$ cat src/rtl/adder_final_pipe_pkg.sv
// Shared widths, flag packing and helpers for the final adder section.
package adder_final_pipe_pkg;

    localparam int unsigned LEN_DATA = 63;
    localparam int unsigned DATA_W   = LEN_DATA + 1;
    localparam int unsigned PREFIX_W = DATA_W + 1;
    localparam int unsigned TAG_W    = 4;

    localparam int unsigned FLAG_COUT = 0;
    localparam int unsigned FLAG_OVF  = 1;
    localparam int unsigned FLAG_ZERO = 2;
    localparam int unsigned FLAG_NEG  = 3;
    localparam int unsigned FLAG_W    = 4;

    typedef logic [FLAG_W-1:0] flags_t;

    function automatic flags_t pack_flags(input logic cout, input logic ovf,
                                          input logic zero, input logic neg);
        flags_t f;
        f            = '0;
        f[FLAG_COUT] = cout;
        f[FLAG_OVF]  = ovf;
        f[FLAG_ZERO] = zero;
        f[FLAG_NEG]  = neg;
        return f;
    endfunction

endpackage

$ cat src/rtl/adder_final_pipe_if.sv
// Upstream prefix-vector handshake plus downstream result handshake.
interface adder_final_pipe_if;
    import adder_final_pipe_pkg::*;

    logic                in_valid;
    logic                in_ready;
    logic [PREFIX_W-1:0] g_in;
    logic [PREFIX_W-1:0] p_in;
    logic [DATA_W-1:0]   hs_in;
    logic [TAG_W-1:0]    tag_in;
    logic                out_valid;
    logic                out_ready;
    logic [DATA_W-1:0]   sum_out;
    logic                cout_out;
    logic                ovf_out;
    logic                zero_out;
    logic                neg_out;
    logic [TAG_W-1:0]    tag_out;

    modport slave (
        input  in_valid, g_in, p_in, hs_in, tag_in, out_ready,
        output in_ready, out_valid, sum_out, cout_out, ovf_out, zero_out, neg_out, tag_out
    );

    modport master (
        output in_valid, g_in, p_in, hs_in, tag_in, out_ready,
        input  in_ready, out_valid, sum_out, cout_out, ovf_out, zero_out, neg_out, tag_out
    );

endinterface

$ cat src/rtl/adder_stage7.sv
// Span-32 combine and top-slot resolution; c_o[k] is the group generate over [k:0].
module adder_stage7 #(
    parameter int unsigned Width = 64
) (
    input  logic [Width:0] g_i,
    input  logic [Width:0] p_i,
    output logic [Width:0] c_o
);

    localparam int unsigned Half = Width / 2;

    logic [Width:Half] grp_p;
    logic              unused_p;

    assign c_o[Half-1:0] = g_i[Half-1:0];

    for (genvar k = Half; k < Width; k++) begin : g_span32
        gp_cell u_cell (
            .gl_i (g_i[k]),
            .pl_i (p_i[k]),
            .gr_i (g_i[Half-1]),
            .pr_i (p_i[Half-1]),
            .g_o  (c_o[k]),
            .p_o  (grp_p[k])
        );
    end

    // Top slot holds only its own bit term, so it needs the fully resolved [Width-1:0] group.
    gp_cell u_top (
        .gl_i (g_i[Width]),
        .pl_i (p_i[Width]),
        .gr_i (c_o[Width-1]),
        .pr_i (grp_p[Width-1]),
        .g_o  (c_o[Width]),
        .p_o  (grp_p[Width])
    );

    assign unused_p = ^{p_i[Half-2:0], grp_p[Width], grp_p[Width-2:Half]};

endmodule

$ cat src/rtl/gp_cell.sv
// Prefix combine cell: left group (gl, pl) over right group (gr, pr).
module gp_cell (
    input  logic gl_i,
    input  logic pl_i,
    input  logic gr_i,
    input  logic pr_i,
    output logic g_o,
    output logic p_o
);

    assign g_o = gl_i | (pl_i & gr_i);
    assign p_o = pl_i & pr_i;

endmodule

$ cat src/rtl/adder_final_pipe.sv
// Final 64-bit prefix-adder section: accept register, span-32 resolve, sum/flag output register.
module adder_final_pipe
    import adder_final_pipe_pkg::*;
(
    input logic               clk,
    input logic               rst_n,
    adder_final_pipe_if.slave bus
);

    logic                a_valid_q, a_valid_d;
    logic [PREFIX_W-1:0] g_q, p_q;
    logic [DATA_W-1:0]   hs_q;
    logic [TAG_W-1:0]    tag_a_q;

    logic                out_valid_q, out_valid_d;
    logic [DATA_W-1:0]   sum_q, sum_d;
    flags_t              flags_q, flags_d;
    logic [TAG_W-1:0]    tag_out_q;

    logic                advance, in_ready, accept, load_b;
    logic [PREFIX_W-1:0] carry;

    adder_stage7 #(
        .Width (DATA_W)
    ) u_stage7 (
        .g_i (g_q),
        .p_i (p_q),
        .c_o (carry)
    );

    // in_ready depends on out_ready and held state only, never on in_valid.
    always_comb begin
        advance     = !out_valid_q || bus.out_ready;
        in_ready    = !a_valid_q || advance;
        accept      = bus.in_valid && in_ready;
        load_b      = a_valid_q && advance;
        a_valid_d   = accept || (a_valid_q && !load_b);
        out_valid_d = advance ? a_valid_q : out_valid_q;
        sum_d       = hs_q ^ carry[DATA_W-1:0];
        flags_d     = pack_flags(carry[DATA_W], carry[DATA_W-1] ^ carry[DATA_W],
                                 ~|sum_d, sum_d[DATA_W-1]);
    end

    always_ff @(posedge clk or negedge rst_n) begin
        if (!rst_n) begin
            a_valid_q   <= 1'b0;
            out_valid_q <= 1'b0;
        end else begin
            a_valid_q   <= a_valid_d;
            out_valid_q <= out_valid_d;
        end
    end

    always_ff @(posedge clk or negedge rst_n) begin
        if (!rst_n) begin
            g_q     <= '0;
            p_q     <= '0;
            hs_q    <= '0;
            tag_a_q <= '0;
        end else if (accept) begin
            g_q     <= bus.g_in;
            p_q     <= bus.p_in;
            hs_q    <= bus.hs_in;
            tag_a_q <= bus.tag_in;
        end
    end

    always_ff @(posedge clk or negedge rst_n) begin
        if (!rst_n) begin
            sum_q     <= '0;
            flags_q   <= '0;
            tag_out_q <= '0;
        end else if (load_b) begin
            sum_q     <= sum_d;
            flags_q   <= flags_d;
            tag_out_q <= tag_a_q;
        end
    end

    assign bus.in_ready  = in_ready;
    assign bus.out_valid = out_valid_q;
    assign bus.sum_out   = sum_q;
    assign bus.cout_out  = flags_q[FLAG_COUT];
    assign bus.ovf_out   = flags_q[FLAG_OVF];
    assign bus.zero_out  = flags_q[FLAG_ZERO];
    assign bus.neg_out   = flags_q[FLAG_NEG];
    assign bus.tag_out   = tag_out_q;

endmodule

$ cat src/flat_wrapper.sv
// flat-port wrapper written by rule: the top's interface ports become plain ports
module adder_final_pipe_flat import adder_final_pipe_pkg::*;
  (clk, rst_n, bus_in_valid, bus_g_in, bus_p_in, bus_hs_in, bus_tag_in, bus_out_ready, bus_in_ready, bus_out_valid, bus_sum_out, bus_cout_out, bus_ovf_out, bus_zero_out, bus_neg_out, bus_tag_out);
  adder_final_pipe_if bus_i ();
  input logic clk;
  input logic rst_n;
  input wire logic [$bits(bus_i.in_valid)-1:0] bus_in_valid;
  input wire logic [$bits(bus_i.g_in)-1:0] bus_g_in;
  input wire logic [$bits(bus_i.p_in)-1:0] bus_p_in;
  input wire logic [$bits(bus_i.hs_in)-1:0] bus_hs_in;
  input wire logic [$bits(bus_i.tag_in)-1:0] bus_tag_in;
  input wire logic [$bits(bus_i.out_ready)-1:0] bus_out_ready;
  output wire logic [$bits(bus_i.in_ready)-1:0] bus_in_ready;
  output wire logic [$bits(bus_i.out_valid)-1:0] bus_out_valid;
  output wire logic [$bits(bus_i.sum_out)-1:0] bus_sum_out;
  output wire logic [$bits(bus_i.cout_out)-1:0] bus_cout_out;
  output wire logic [$bits(bus_i.ovf_out)-1:0] bus_ovf_out;
  output wire logic [$bits(bus_i.zero_out)-1:0] bus_zero_out;
  output wire logic [$bits(bus_i.neg_out)-1:0] bus_neg_out;
  output wire logic [$bits(bus_i.tag_out)-1:0] bus_tag_out;
  assign bus_i.in_valid = bus_in_valid;
  assign bus_i.g_in = bus_g_in;
  assign bus_i.p_in = bus_p_in;
  assign bus_i.hs_in = bus_hs_in;
  assign bus_i.tag_in = bus_tag_in;
  assign bus_i.out_ready = bus_out_ready;
  assign bus_in_ready = bus_i.in_ready;
  assign bus_out_valid = bus_i.out_valid;
  assign bus_sum_out = bus_i.sum_out;
  assign bus_cout_out = bus_i.cout_out;
  assign bus_ovf_out = bus_i.ovf_out;
  assign bus_zero_out = bus_i.zero_out;
  assign bus_neg_out = bus_i.neg_out;
  assign bus_tag_out = bus_i.tag_out;
  adder_final_pipe u_core (.clk(clk), .rst_n(rst_n), .bus(bus_i));
endmodule
$ cat config.mk
export PLATFORM = sky130hd
export DESIGN_NAME = adder_final_pipe_flat
export DESIGN_NICKNAME = d
export VERILOG_FILES = /design/src/rtl/adder_final_pipe_pkg.sv /design/src/rtl/adder_final_pipe_if.sv /design/src/rtl/adder_stage7.sv /design/src/rtl/gp_cell.sv /design/src/rtl/adder_final_pipe.sv /design/src/flat_wrapper.sv
export SDC_FILE = /design/constraint.sdc
export NUM_CORES = 1
export LEC_CHECK = 0
export BUFFER_PORTS_ARGS = -buffer_cell sky130_fd_sc_hd__buf_4
export CORE_ASPECT_RATIO = 0.6
export CORE_MARGIN = 2
export CORE_UTILIZATION = 49
export DETAILED_ROUTE_END_ITERATION = 8
export PLACE_DENSITY = 0.76
export SYNTH_ARGS = -nofsm -noshare
export SYNTH_HDL_FRONTEND = slang
export SYNTH_SLANG_ARGS = --single-unit
$ cat constraint.sdc
create_clock -name clk -period 4.4 [get_ports clk]
set_clock_uncertainty 0.1 [all_clocks]
set_input_delay 0.88 -clock clk [delete_from_list [all_inputs] [get_ports clk]]
set_output_delay 0.88 -clock clk [all_outputs]
set_load 0.1 [all_outputs]
**Word-level counts from Yosys, hierarchy flattened**

Cells that the tools add are included.

- Add/subtract/negate cells: 0
- Multipliers: 0
- Divide/modulo/power cells: 0
- $lt $le $gt $ge: 0
- Eq/ne operators: 0
- Shifts and indexed selects: 0
- Multiplexer cells: 0
- Bitwise gates (word level): 68
- Reductions and logical operators: 11

Operators by type and width:

| cell | count |
|---|---|
| 64-bit OR reduction | 1 |
| 64-bit bitwise XOR | 1 |
| 1-bit AND | 33 |
| 1-bit bitwise OR | 33 |
| 1-bit zero test | 4 |
| 1-bit logical AND | 3 |
| 1-bit logical OR | 3 |
| 1-bit bitwise XOR | 1 |

- Register bits after elaboration: 272
- Bits in latches: 0
- Memory bits (writable): 0
- ROM bits: 0
- Input bits: 202
- Memories: 0

**Depth between registers and ports, before layout**

Gate-level depths: netlist of the first run.

- Word-level depth: 6
- Depth in mapped cells: 8

**Modules after synthesis**

From an unflattened synthesis of the first run, not the netlist that was laid out.

- Cells, all modules: 832
- Area, all modules: 11343.4 µm²

Modules (own cells, without submodules):

| module | instances | cells each | area each (µm²) | seq. area each (µm²) |
|---|---|---|---|---|
| adder_final_pipe | 1 | 734 | 10607.7 | 6781.5 |
| gp_cell | 33 | 2 | 15.0 | 0.0 |
| adder_stage7 | 1 | 32 | 240.2 | 0.0 |

**Least setup slack after synthesis of the first run**

No wires, ideal clock.

- Path kind: reg-to-reg
- From: register u_core.out_valid_q, in the netlist u_core.bus.out_valid
- To: register u_core.g_q[0]
- Data arrival time: 3140 ps
- Data required time: 4175 ps
- Path slack: 1035 ps
- Cell stages (with the launch flop): 6
- Path buffers: 2
- Clock period less this slack: 3365 ps
- Cell sequence: dfrtp_1 -> nand3b_1 -> nand2_1 -> clkbuf_1 -> buf_2 -> mux2_2

- Word-level cells in the longest chain between the ends: 4

RTL lines:

| what | RTL line | source |
|---|---|---|
| start: declaration | adder_final_pipe.sv:15 | `logic out_valid_q, out_valid_d;` |
| start signal: assignment | adder_final_pipe.sv:50 | `out_valid_q <= out_valid_d;` |
| 1-bit zero test | adder_final_pipe.sv:33 | `advance = !out_valid_q \|\| bus.out_ready;` |
| 1-bit logical OR | adder_final_pipe.sv:33 |  |
| 1-bit logical OR | adder_final_pipe.sv:34 | `in_ready = !a_valid_q \|\| advance;` |
| via bus_in_ready | flat_wrapper.sv:13 | `output wire logic [$bits(bus_i.in_ready)-1:0] bus_in_ready;` |
| 1-bit logical AND | adder_final_pipe.sv:35 | `accept = bus.in_valid && in_ready;` |
| end signal: assignment | adder_final_pipe.sv:61 | `g_q <= bus.g_in;` |
| end: declaration | adder_final_pipe.sv:11 | `logic [PREFIX_W-1:0] g_q, p_q;` |

The timed path passes the listed nets, and every way through them passes these cells.
A chain may end at the register's enable or synchronous reset.

**Worst setup path in the final report of the first run**

- From: register u_core.g_q[31]
- To: register u_core.flags_q[2]

- Word-level cells in the longest chain between the ends: 5
- Elaborated cells between the ends (all ways): 67
- Those cells by class: bitwise: 65; reduce/logical: 2

RTL lines:

| what | RTL line | source |
|---|---|---|
| 1-bit AND | gp_cell.sv:11 | `assign g_o = gl_i \| (pl_i & gr_i);` |
| 1-bit bitwise OR | gp_cell.sv:11 |  |
| 64-bit bitwise XOR * | adder_final_pipe.sv:39 | `sum_d = hs_q ^ carry[DATA_W-1:0];` |
| 64-bit OR reduction * | adder_final_pipe.sv:41 | `~\|sum_d, sum_d[DATA_W-1]);` |
| 1-bit zero test * | adder_final_pipe.sv:41 |  |
| end signal: assignment | adder_final_pipe.sv:75 | `flags_q <= flags_d;` |
| end: declaration | adder_final_pipe.sv:17 | `flags_t flags_q, flags_d;` |

Mark *: on every way between the ends. The rest lies on a longest branch, timed or not.

==> summary.md, run 1 <==
| Metric | Value |
|---|---|
| Status | complete, no violations |
| Htree depth | 1 |
| Sequential fraction of the synthesis area | between 60% and 70% |
| Vias per cell | ~5.0 |
| Setup TNS | 0 ns |
| CP max FO | 34 |
| Final setup vio count | 0 |
| HP Class | primary input to asynchronous set/reset pin |
| GPL Wtd Cong | around 0.75 |
| Total CTS buffers | 22 |
| Syn Inst Count | 710 |
| Initial Util | about 50% |
| DIE AREA | 20800 µm² |
| Initial DRC Count | 340 |
| HPWL Detailed | 15.3 mm |
| Clock Path Buffers | 3 |
| CP max stage delay | roughly 0.94 ns |
| Post-synthesis simple-gate area fraction | 4.47% |
| Commonest non-fill, non-tap cell in the layout | buf_4 |
| Clk root buf | clkbuf_16 |
| Commonest non-fill, non-tap cells in the layout | buf_4, dfrtp_1, mux2_2 |
| RR Startpoint | u_core.g_q[31]$_DFFE_PN0P_ |
| Std-Cell Rows | 39 |
| Post-CTS Resized | 0 |
| Largest net degree at the start of global routing | around 110 |
| Minimum clock period after layout | approximately 2.8 ns |
| Ant diodes | 0 |
| CP cell instances | a21oi_1 > xor2_1 > nand4_1 > nor4_1 > nand3b_1 > o21ai_2 |
| CTS tree | built |
| Mux share of post-synthesis cell area | between 10% and 20% |
| Setup Fix Bufs, Post-CTS | 0 |
| Height of the die | roughly 110 µm |
| Final WL | approximately 22 mm |
| Worst EP required | between 4 and 5 ns |
| Netlist cell types | 26 |
| Final Cycle Share | between 60 and 70% |
| Final worst slack | between 1.5 and 2 ns |
| Crit path from | u_core.g_q[31]$_DFFE_PN0P_ |
| GRT overflow | 0 |
| Avg Inst Size Synth | between 10 and 15 µm² |
| Post-synthesis register bit count | 239 |
| Async S/R FF share, synth | 100% |
| Max stage delay cell, worst path | dfrtp_2 |
| DRC | 0 |
| P&R area growth vs syn | 29.7% |
| I/O Pins | 276 |
| Final #Nets | ~1100 |
| First-pass GRT wire length | approximately 34 mm |
| Share of the synthesized area in compound gates (AO/OA/AOI/OAI) | under 10% |
| Pre-antenna DRT Iters | 6 |
| Post-synth EDFFs | 0 |
| Unrepaired setup endpoints after global routing | no |
| Ys Warns | 0 |
| Clk sink count | between 200 and 250 |
| Cell Area, Placed | roughly 12000 µm² |
| Via Count | approximately 6000 |
| Static leakage | about 5.7 nW |
| Post-CTS Hold Buffers | 0 |
| Worst path arrival time | 3.10 ns |
| Worst vdd ir | 0.351 mV |
| Slew HR | 41.7% |
| WL per Instance | approximately 18 µm |
| Gr usage total | 20.9% |
| Fmax | between 0.3 and 0.4 GHz |
| Share of layout cells above drive strength 1 | 48.4% |
| Vias in the first global route | approximately 6400 |
| Initial antenna violation count | 0 |
| Non-Filler Instances | 1229 |
| Largest family of logic cells by synthesized area | multiplexers |
| I/O Buffers | between 200 and 250 |
| Design area | approximately 12000 µm² |
| Crit Path Category | flop to flop |
| Clock transition at the registers of the reported paths | around 0.06 ns |
| Net count after synthesis | between 900 and 1000 |
| Pwr Total | roughly 7.7 mW |
| Worst-Margin Slew | just under 0.9 ns |
| Clock Latency Late Sink | roughly 0.50 ns |
| Cell area after synthesis | ~9600 µm² |
| Ys flop type | dfrtp_1 |
| Final hold violations | 0 |
| Crit. End Element | flop |
| Slew Viols, Final | 0 |
| PwrDens | between 600 and 700 nW/µm² |
| Setup WS pre-CTS | between 1 and 1.5 ns |
| Die width | 185 µm |
| Maxcap violations | 0 |
| Routed Antenna Nets | 0 |
| Post-synthesis xor/xnor area fraction | 5.82% |
| Placed cells | roughly 1200 |
| Post-synthesis adder-cell area fraction | 0% |
| CP startpoint kind | flop |
| Core area | about 19000 µm² |
[Yosys cell counts (3+ instances only)]
library cell / n / area share (%)
a21oi_1: 27 / 1.4
a21oi_2: 7 / 0.64
buf_1: 4 / 0.16
buf_2: 19 / 0.99
clkbuf_1: 10 / 0.39
dfrtp_1: 239 / 62
mux2_2: 170 / 20
nand2_1: 68 / 2.7
nand2b_1: 3 / 0.19
nand4_1: 15 / 0.97
nor4_1: 3 / 0.19
o21ai_0: 64 / 3.3
xnor2_1: 32 / 2.9
xor2_1: 32 / 2.9
[report_power, final]
group          leakage, nW  total [mW]  switching [mW]  internal (mW)
Clock                0.380        2.03           0.812           1.22
Combinational         2.47        2.80            2.06          0.746
Sequential            2.83        2.90           0.275           2.62
Total                 5.68        7.73            3.14           4.59
[critical path: cells and delay by family (launching register included)]
family | cells | cell delay [ns]
simple gates | 3 | 1.02
flops | 1 | 0.94
compound gates | 2 | 0.33
xor+xnor | 1 | 0.31
[path summary, 6_finish.rpt]
path | end | slack (ns) | cells past startpoint
max in group asynchronous | u_core.bus.sum_out[8]$_DFFE_PN0P_ | 2.92 | 2
setup reg to reg | u_core.flags_q[2]$_DFFE_PN0P_ | 1.62 | 6
min in group clk | u_core.bus.sum_out[24]$_DFFE_PN0P_ | 0.38 | 2
setup / recovery | u_core.flags_q[2]$_DFFE_PN0P_ | 1.62 | 6
hold / removal | u_core.bus.sum_out[21]$_DFFE_PN0P_ | 0.33 | 1
hold reg to reg | u_core.bus.sum_out[24]$_DFFE_PN0P_ | 0.38 | 2
[cell families (layout without fill, tap and decap cells)]
group,after synthesis,after routing
buffers and inverters,39,292
DFF,239,239
muxes,170,170
AOI/OAI and AO/OA,101,101
and+or+nand+nor,97,97
xor gates and xnor gates,64,64
[sequential cells by signal, summed over array words and instances (netlist names)]
register              flops
u_core.tag_a_q            4
u_core.p_q               33
u_core.bus.sum_out       64
u_core.bus.tag_out        4
u_core.a_valid_q          1
u_core.flags_q            3
u_core.bus.out_valid      1
u_core.hs_q              64
u_core.g_q               65
[per-layer routing]
metal  vias up  share of wire, %  track usage [%]  wire length, µm
li1       2932                 -                -                -
met1      3076                49             31.4            10600
met2       148                43             31.0             9420
met3        23               6.3             5.45             1370
met4         0               1.4             4.13              310
met5         -                 0            0.471                0
[final cells by class]
cell class	instances	area (µm²)
clock buffers	33	663
clock inverters	7	116
fillers	1438	6640
inverters	2	7.51
multi-input cells	432	3460
flip-flops and latches	239	5980
well taps	266	333
repair buffers	250	1920
[stage by stage]
| step | hold WS (ns) | util, % |
|---|---|---|
| 2_1_floorplan | 0.375 | - |
| 3_3_place_gp | 0.362 | 61.2 |
| 3_5_place_dp | 0.371 | 61.2 |
| 4_1_cts | 0.359 | 65.3 |
| 5_1_grt | 0.359 | 65.3 |
| 6_report | 0.325 | 65.3 |
No activity file was read; power rests on OpenSTA's default activity.
==> run 2: changes to the inputs <==
- ABC_AREA: not set -> 1
- CORE_UTILIZATION: 49 -> 48
- PLACE_DENSITY: 0.76 -> 0.77
- clock period: 4.4 -> 2.5 ns (I/O delays scaled with it)
==> run 2 against run 1 <==
  * Worst hold slack got worse by 0.22 ns
  * Flip-flop and latch count unchanged
  * Critical path depth decreased by 4
  * Via count increased by 31%
  * Combinational power increased by 110%
  * Sequential share of layout area decreased by 2.7 points
  * Clock power increased by 74%
  * Core utilization decreased by 2.2 points
==> summary.md, run 2 <==
| Metric | Value |
|---|---|
| Slew Viols, Final | 0 (unchanged) |
| HP Class | primary input to flop |
| Vias in the first global route | 7763 (+22%) |
| Std-Cell Rows | 41 (+5.1%) |
| Net count after synthesis | 1336 (+46%) |
| Syn Inst Count | 1134 (+60%) |
| Crit. End Element | output port |
| Reg2Reg Setup Slack | 0.53 ns (-1.09 ns) |
| Non-Filler Instances | 1678 (+37%) |
| Total CTS buffers | 23 (+4.5%) |
| Fmax | between 0.4 and 0.5 GHz |
| Slew HR | 57.2% (+15 points) |
| Commonest non-fill, non-tap cells in the layout | nand2_1, buf_4, dfrtp_1 |
| GPL Wtd Cong | 0.808 (+7.5%) |
| Final hold violations | 0 (unchanged) |
| Clock transition at the registers of the reported paths | 0.07 ns (about the same) |
| Worst path arrival time | 1.40 ns (-1.70 ns) |
| Ys flop type | dfrtp_1 |
| Placed cells | 1635 (+38%) |
| Post-synth EDFFs | 0 (unchanged) |
| Netlist cell types | 24 (-7.7%) |
| Initial antenna violation count | 1 (+1) |
| I/O Buffers | 243 (unchanged) |
| Core area | 21000 µm² (+9.7%) |
| Post-CTS Resized | 0 (unchanged) |
| Commonest cells in the netlist | nand2_1, dfrtp_1, nor2_1 |
| Routed Antenna Nets | 0 (unchanged) |
| Ys Warns | 0 (unchanged) |
| Worst EP required | 1.90 ns (-2.82 ns) |
| P&R area growth vs syn | 28.9% |
| Most common cell in the synthesized netlist | nand2_1 |
| Cell area after synthesis | 10300 µm² (+6.6%) |
| Clk sink count | 239 (unchanged) |
| Area leader, netlist | dfrtp_1 |
| Initial Util | 48.9% (-1.4 points) |
| Setup TNS | 0 ns (unchanged) |
| Htree depth | 1 (unchanged) |
| I/O Pins | 276 (unchanged) |
| Vias per cell | 4.82 (-4.1%) |
| Top area cells in the synthesized netlist | dfrtp_1, nand2_1, nor2_1 |
| Largest register by flop count | u_core.g_q |
| HPWL Detailed | 17.9 mm (+17%) |
| Maxcap violations | 0 (unchanged) |
| Status | complete, no violations |
| Fillers | 1760 (+22%) |
| Max stage delay cell, worst path | dfrtp_2 |
| Final #Nets | 1584 (+38%) |
| Final Cycle Share | between 80% and 90% |
| Initial DRC Count | 463 (+36%) |
| Async S/R FF share, synth | 100% (unchanged) |
| CP cell instances | nand3_4 > buf_4 |
| CTS tree | built |
| Avg Inst Size Synth | 9.05 µm² (-33%) |
| First-pass GRT wire length | 39.0 mm (+14%) |
| Final setup vio count | 0 (unchanged) |
| Unrepaired setup endpoints after global routing | no |
| PwrDens | 1090 nW/µm² (+76%) |
| Clock Path Buffers | 3 (unchanged) |
| Top cell type's share of synthesized area | 58.3% (-3.9 points) |
| Clock Latency Late Sink | 0.50 ns (about the same) |
| Die width | 193 µm (+4.2%) |
| Final WL | 24.7 mm (+14%) |
| DRC | 0 (unchanged) |
| GRT overflow | 0 (unchanged) |
| Crit Path Category | flop to output port |
| Height of the die | 117 µm (+4.2%) |
| Max reg flops | 65 (unchanged) |
| Worst-Margin Slew | 0.642 ns (-0.232 ns) |
| CP max stage delay | 0.46 ns (-0.48 ns) |
| Post-synthesis register bit count | 239 (unchanged) |
| Share of layout cells above drive strength 1 | 25.7% (-23 points) |
| DIE AREA | 22600 µm² (+8.6%) |
| Via Count | 8087 (+31%) |
| Pre-antenna DRT Iters | 5 (-1) |
| Commonest non-fill, non-tap cell in the layout | nand2_1 |
| Static leakage | 6.85 nW (+21%) |
| CP startpoint kind | flop |
| CP max FO | 4 (-88%) |
| Sequential fraction of the synthesis area | 58.3% (-3.9 points) |
| Clk root buf | clkbuf_16 |
| Worst vdd ir | 0.945 mV (+170%) |
| Largest net degree at the start of global routing | 81 (-27%) |
| WL per Instance | 14.7 µm (-17%) |
| Minimum clock period after layout | 2.00 ns |
| Gr usage total | 22.0% (+1.1 points) |
[run 2: kinds of logic (layout without fill, tap and decap cells)]
| kind of cell | count (synthesis) | in the layout | share of synthesized area (%) |
|---|---|---|---|
| other | 0 | 1 | 0 |
| AND/OR/NAND/NOR | 474 | 474 | 17.8 |
| AO/OA/AOI/OAI | 187 | 187 | 9.57 |
| flip-flops | 239 | 239 | 58.3 |
| buffers and inverters | 171 | 435 | 7.82 |
| multiplexers | 49 | 49 | 5.37 |
| XOR/XNOR | 14 | 14 | 1.19 |
[run 2: final cells by class]
type	instances	area (µm²)	share of cell area (%)
diodes	1	2.50	0.0189
clock buffers	35	681	5.15
clock inverters	6	85.1	0.643
inverters	121	454	3.43
multi-input cells	724	3500	26.5
flip-flops and latches	239	5980	45.2
well taps	279	349	2.64
repair buffers	273	2170	16.4
[run 2: critical path, delay by kind of cell, from the launching register on]
family                 cells  cell delay, ns
buffers and inverters      1            0.30
flip-flops                 1            0.46
AND/OR/NAND/NOR            1            0.13
[run 2: per-layer routing]
layer | wire length [µm] | vias up | track usage, %
li1 | - | 4071 | -
met1 | 11600 | 3762 | 32.0
met2 | 10500 | 222 | 32.8
met3 | 2090 | 32 | 6.47
met4 | 520 | 0 | 4.99
met5 | 0 | - | 0
[run 2: worst paths after layout]
path                                               startpoint                                  to  cells after the start
min in group asynchronous                               rst_n  u_core.bus.sum_out[25]$_DFFE_PN0P_                      2
max reg2reg                        u_core.g_q[31]$_DFFE_PN0P_       u_core.flags_q[2]$_DFFE_PN0P_                     11
max                          u_core.bus.out_valid$_DFFE_PN0P_                        bus_in_ready                      2
min                                              bus_g_in[38]          u_core.g_q[38]$_DFFE_PN0P_                      2
min reg2reg                u_core.bus.sum_out[25]$_DFFE_PN0P_  u_core.bus.sum_out[25]$_DFFE_PN0P_                      2
max in group asynchronous                               rst_n          u_core.p_q[44]$_DFFE_PN0P_                      3
[run 2: power breakdown]
group	switching (mW)	internal (mW)
registers	0.432	4.66
clock network	1.46	2.08
logic	4.40	1.38
total	6.29	8.12
[run 2: per-stage QoR]
step	total power, mW	setup slack (ns)	utilization (%)	hold WS (ns)	instance area (µm²)
2_1_floorplan	9.47	0.317	-	0.104	10300
5_1_grt	15.1	0.260	63.0	0.0973	13200
6_report	14.4	0.500	63.1	0.104	13200
3_3_place_gp	10.8	0.488	59.3	0.364	12500
4_1_cts	14.5	0.456	63.0	0.0910	13200
3_5_place_dp	10.9	0.450	59.3	0.365	12500
[run 2: what timing repair did]
item,CTS,global route
setup buffers,0,0
hold buffers,1,0
endpoints found under the hold margin,70,0
